`src/rtl/riscv_boot_pkg.sv`:
```
// Shared types for the instruction-memory boot loader:
// loader FSM states and frame constants.
package riscv_boot_pkg;

  typedef enum logic [2:0] {
    S_IDLE,
    S_CNT_LO,
    S_CNT_HI,
    S_DATA,
    S_CSUM,
    S_RUN,
    S_ERROR
  } state_e;

  localparam logic [7:0] MAGIC = 8'hA5;

  function automatic logic takes_byte(state_e s);
    return (s != S_RUN) && (s != S_ERROR);
  endfunction

  function automatic logic in_frame(state_e s);
    return (s == S_CNT_LO) || (s == S_CNT_HI) ||
           (s == S_DATA)   || (s == S_CSUM);
  endfunction

endpackage

```
`src/rtl/boot_timeout.sv`:
```
// Inter-byte idle watchdog: reloads on clear, counts down while
// enabled, and flags expiry on the last allowed idle cycle.
module boot_timeout #(
  parameter int TIMEOUT_CYC = 100000
) (
  input  logic clk,
  input  logic rst,
  input  logic clr_i,
  input  logic en_i,
  output logic expire_o
);

  localparam int CW = $clog2(TIMEOUT_CYC + 1);
  localparam logic [CW-1:0] LOAD = CW'(TIMEOUT_CYC - 1);

  logic [CW-1:0] cnt_q;
  logic [CW-1:0] cnt_d;

  always_comb begin
    cnt_d = cnt_q;
    if (clr_i) begin
      cnt_d = LOAD;
    end else if (en_i && (cnt_q != '0)) begin
      cnt_d = cnt_q - CW'(1);
    end
  end

  always_ff @(posedge clk) begin
    if (!rst) begin
      cnt_q <= LOAD;
    end else begin
      cnt_q <= cnt_d;
    end
  end

  assign expire_o = en_i && (cnt_q == '0);

endmodule

```
`src/rtl/imem_boot_loader.sv`:
```
// Framed byte-stream loader: fills imem word by word, verifies the
// XOR checksum and releases the core reset only on a good image.
module imem_boot_loader
  import riscv_boot_pkg::*;
#(
  parameter int ADDR_W      = 8,
  parameter int TIMEOUT_CYC = 100000
) (
  input  logic              clk,
  input  logic              rst,
  input  logic [7:0]        in_data,
  input  logic              in_valid,
  output logic              in_ready,
  output logic              imem_we,
  output logic [ADDR_W-1:0] imem_addr,
  output logic [31:0]       imem_wdata,
  output logic              core_rst,
  output logic              done,
  output logic              error
);

  localparam logic [16:0] CAP = 17'(2 ** ADDR_W);

  state_e            state_q, state_d;
  logic [15:0]       cnt_q, cnt_d;
  logic [15:0]       idx_q, idx_d;
  logic [1:0]        lane_q, lane_d;
  logic [23:0]       wbuf_q, wbuf_d;
  logic [7:0]        xor_q, xor_d;
  logic              we_q, we_d;
  logic [ADDR_W-1:0] addr_q, addr_d;
  logic [31:0]       wdata_q, wdata_d;

  logic        accept;
  logic        expire;
  logic [15:0] n_word;

  assign in_ready = rst && takes_byte(state_q);
  assign accept   = in_valid && in_ready;
  assign n_word   = {in_data, cnt_q[7:0]};

  boot_timeout #(
    .TIMEOUT_CYC(TIMEOUT_CYC)
  ) u_tmo (
    .clk     (clk),
    .rst     (rst),
    .clr_i   (accept || !in_frame(state_q)),
    .en_i    (in_frame(state_q)),
    .expire_o(expire)
  );

  always_comb begin
    state_d = state_q;
    cnt_d   = cnt_q;
    idx_d   = idx_q;
    lane_d  = lane_q;
    wbuf_d  = wbuf_q;
    xor_d   = xor_q;
    we_d    = 1'b0;
    addr_d  = addr_q;
    wdata_d = wdata_q;
    unique case (state_q)
      S_IDLE: begin
        if (accept && (in_data == MAGIC)) begin
          state_d = S_CNT_LO;
          xor_d   = '0;
        end
      end
      S_CNT_LO: begin
        if (accept) begin
          cnt_d[7:0] = in_data;
          state_d    = S_CNT_HI;
        end
      end
      S_CNT_HI: begin
        if (accept) begin
          cnt_d  = n_word;
          idx_d  = '0;
          lane_d = '0;
          if ({1'b0, n_word} > CAP) begin
            state_d = S_ERROR;
          end else if (n_word == '0) begin
            state_d = S_CSUM;
          end else begin
            state_d = S_DATA;
          end
        end
      end
      S_DATA: begin
        if (accept) begin
          xor_d = xor_q ^ in_data;
          unique case (lane_q)
            2'd0: wbuf_d[7:0]   = in_data;
            2'd1: wbuf_d[15:8]  = in_data;
            2'd2: wbuf_d[23:16] = in_data;
            2'd3: begin
              we_d    = 1'b1;
              addr_d  = idx_q[ADDR_W-1:0];
              wdata_d = {in_data, wbuf_q};
              idx_d   = idx_q + 16'd1;
              if (idx_q == cnt_q - 16'd1) begin
                state_d = S_CSUM;
              end
            end
            default: ;
          endcase
          lane_d = lane_q + 2'd1;
        end
      end
      S_CSUM: begin
        if (accept) begin
          state_d = (in_data == xor_q) ? S_RUN : S_ERROR;
        end
      end
      default: ;
    endcase
    // A byte landing on the expiry cycle keeps the frame alive.
    if (!accept && expire) begin
      state_d = S_ERROR;
    end
  end

  always_ff @(posedge clk) begin
    if (!rst) begin
      state_q <= S_IDLE;
      cnt_q   <= '0;
      idx_q   <= '0;
      lane_q  <= '0;
      wbuf_q  <= '0;
      xor_q   <= '0;
      we_q    <= 1'b0;
      addr_q  <= '0;
      wdata_q <= '0;
    end else begin
      state_q <= state_d;
      cnt_q   <= cnt_d;
      idx_q   <= idx_d;
      lane_q  <= lane_d;
      wbuf_q  <= wbuf_d;
      xor_q   <= xor_d;
      we_q    <= we_d;
      addr_q  <= addr_d;
      wdata_q <= wdata_d;
    end
  end

  assign imem_we    = we_q;
  assign imem_addr  = addr_q;
  assign imem_wdata = wdata_q;
  assign core_rst   = (state_q == S_RUN);
  assign done       = (state_q == S_RUN);
  assign error      = (state_q == S_ERROR);

endmodule

```
`config.mk`:
```
export PLATFORM = sky130hd
export DESIGN_NAME = imem_boot_loader
export DESIGN_NICKNAME = d
export VERILOG_FILES = /design/src/rtl/riscv_boot_pkg.sv /design/src/rtl/boot_timeout.sv /design/src/rtl/imem_boot_loader.sv
export SDC_FILE = /design/constraint.sdc
export NUM_CORES = 1
export LEC_CHECK = 0
export BUFFER_PORTS_ARGS = -buffer_cell sky130_fd_sc_hd__clkbuf_2
export CORE_MARGIN = 2
export CORE_UTILIZATION = 25
export DETAILED_ROUTE_END_ITERATION = 10
export GPL_TIMING_DRIVEN = 0
export SKIP_CTS_REPAIR_TIMING = 1
export SLEW_MARGIN = 20
export SYNTH_ARGS = -nofsm -noshare
export SYNTH_HDL_FRONTEND = slang
export SYNTH_SLANG_ARGS = --single-unit
```
`constraint.sdc`:
```
create_clock -name clk -period 3.6 [get_ports clk]
set_input_delay 0.36 -clock clk [delete_from_list [all_inputs] [get_ports clk]]
set_output_delay 0.36 -clock clk [all_outputs]
set_load 0.05 [all_outputs]
```
==> impl_metrics.ini <==
[place]
dp_cells = 1076
routabilityCongestion = 0.821
dp_hpwl_um = 11000
port_buffers = 51

[sta]
setup_violations = 0
rsz0062_at_grt = false
final_max_slew_viol_count = 0
max_slew_margin_pct = 49.1
tightest_slew_ns = 0.755
finalCriticalPeriod_ns = 2.89
max_freq_mhz = 346
fin_crit_sh_pct = 80.4
fin_worst_skew_ns = 0.00672
final.setup.tns_ns = 0
final-hold-violation-count = 0

[flow_run]
cap_violations = 0

[clocking]
clock_sinks = 127
clk_latency_ns = 0.42
path_clk_slew_ns = 0.06
cts-buffers-inserted = 17
cts_max_level = 4
cts_tree = yes
cts_buffer_depth = 2
clock-root-buffer = clkbuf_16

[yosys]
synth-edff-count = 0
ys_types = 59
synth_ff_type = dfxtp_1
syn_area_mm2 = 0.00596
ys_async_sr_fraction_pct = 0
ys_warn_count = 0
synthCells = 706
ys_ff_latch = 127
syn_nets = 725
postSynthAreaPerCell_um2 = 8.44
seq_area_frac_synth_pct = 42.7

[setup_path]
crit_arrival_ns = 2.53
crit_fanout = 10
critPathCaptureType = output port
start_kind = register
cp.required_ns = 3.24
crit_type = register to output port

[finish]
nets = 795
diodes = 0
drive_gt1_share_pct = 13.8
syn_to_final_growth_pct = 21.3
fillCellCount = 2524
layout.cells.non_filler = 1108

[routing]
first_iter_violations = 343
drt-pass1-iter-count = 5
routed.top_layer = met4
wl_met3_um = 669
postRouteWirelength_um = 15300
drt-met1-wl_um = 7240
vias = 5066
routed_via_density = 4.57
wl_met2_um = 6930
wl_per_cell_um = 13.8
drc_errors = 0
postRouteAntennaNets = 0

[hold_path]
min_path_type = input port to register

[die]
start_util_pct = 25.5
fp.coreArea_mm2 = 0.0234
dieArea_mm2 = 0.0251
num_rows = 56
die_h_um = 158
ios = 56
die_w_um = 158

[power]
power_per_cell_area_mw_per_mm2 = 450
vdd_drop_max_mv = 0.282
p_leak_nw = 2.74
finalPower_mw = 3.25

[global_route]
grt_first_pass_wirelength_um = 24500
grt_overflow = 0
grt_pass1_vias = 4631
grt_start_max_net_pins = 17
grtUsageTotal_pct = 12.7
grt_antenna_before_repair = 0

[outcome]
outcome = finished, final reports clean
## Yosys cell counts, types with 12 or more instances
cell	n	area (um2)
a21oi_1	34	170
dfxtp_1	127	2540
mux2i_1	32	320
clkbuf_1	38	143
inv_1	15	56.3
nor3_1	18	90.1
xor2_1	19	166
o21ai_0	30	150
nor2b_1	18	113
nor2_1	62	233
xnor2_1	29	254
nand2_1	118	443
a21boi_0	38	285
nand3_1	12	60.1
## power breakdown
group	internal, mW	total (mW)	switching (mW)
Sequential	1.41	1.41	0.000134
Combinational	0.0219	0.0789	0.0571
Clock	1.09	1.77	0.678
## worst paths after layout
kind,slack (ns),depth (start not counted),endpoint,startpoint
hold reg to reg,0.46,2,imem_addr[4],imem_addr[4]
hold / removal,0.25,3,cnt_q[14],in_data[6]
setup reg to reg,0.74,9,state_q[2],cnt_q[0]
setup / recovery,0.71,6,done,state_q[0]
## layout by cell type, fill, tap and decap left out, types with 29 or more instances in the layout
cell / n
a21oi_1: 34
xnor2_1: 29
dfxtp_1: 127
clkbuf_1: 38
nor2_1: 62
mux2i_1: 32
a21boi_0: 38
clkbuf_2: 52
o21ai_0: 30
nand2_1: 118
## logic make-up after synthesis
| group | share of synthesized area [%] |
|---|---|
| adder cells (fa/ha/maj) | 1.68 |
| XOR/XNOR | 7.06 |
| AO/OA/AOI/OAI | 13.4 |
| buffers and inverters | 4.28 |
| flip-flops | 42.7 |
| AND/OR/NAND/NOR | 25.6 |
| multiplexers | 5.38 |
## state kept, by name (all words and copies together), names as in the netlist
name and flops:
imem_wdata 32, wbuf_q 24, u_tmo.cnt_q 17, cnt_q 16
idx_q 16, imem_addr 8, xor_q 8, state_q 3
lane_q 2, imem_we 1
## final cells by class
type | count | area, um2 | share of cell area [%]
sequential | 127 | 2540 | 35.2
inverter | 16 | 60.1 | 0.831
multi-input combinational | 516 | 3160 | 43.7
clock buffer | 20 | 467 | 6.46
tap | 319 | 399 | 5.52
buffer | 47 | 195 | 2.70
timing repair buffer | 51 | 255 | 3.53
clock inverter | 12 | 148 | 2.04
## critical path: stages, from the launching register on
cell	delay [ns]
dfxtp_1	0.30
clkbuf_1	0.34
buf_1	0.39
clkbuf_1	0.41
and3_1	0.28
buf_4	0.12
clkbuf_2	0.26
## through the flow
step           utilization (%)  hold WS, ns  instance area, um2  setup slack, ns
6_report                  30.9        0.250                7230            0.706
5_1_grt                   30.9        0.251                7230            0.465
4_1_cts                   30.9        0.228                7230            0.699
3_5_place_dp              28.3        0.448                6610            0.804
3_3_place_gp              28.3        0.447                6610            0.805
2_1_floorplan                -        0.441                5960             1.11
## layer usage
| layer | track usage (%) | vias up |
|---|---|---|
| li1 | - | 2562 |
| met1 | 16.4 | 2360 |
| met2 | 19.6 | 109 |
| met3 | 3.13 | 35 |
| met4 | 6.35 | 0 |
| met5 | 0 | - |
(Power assumes the default switching activity.)
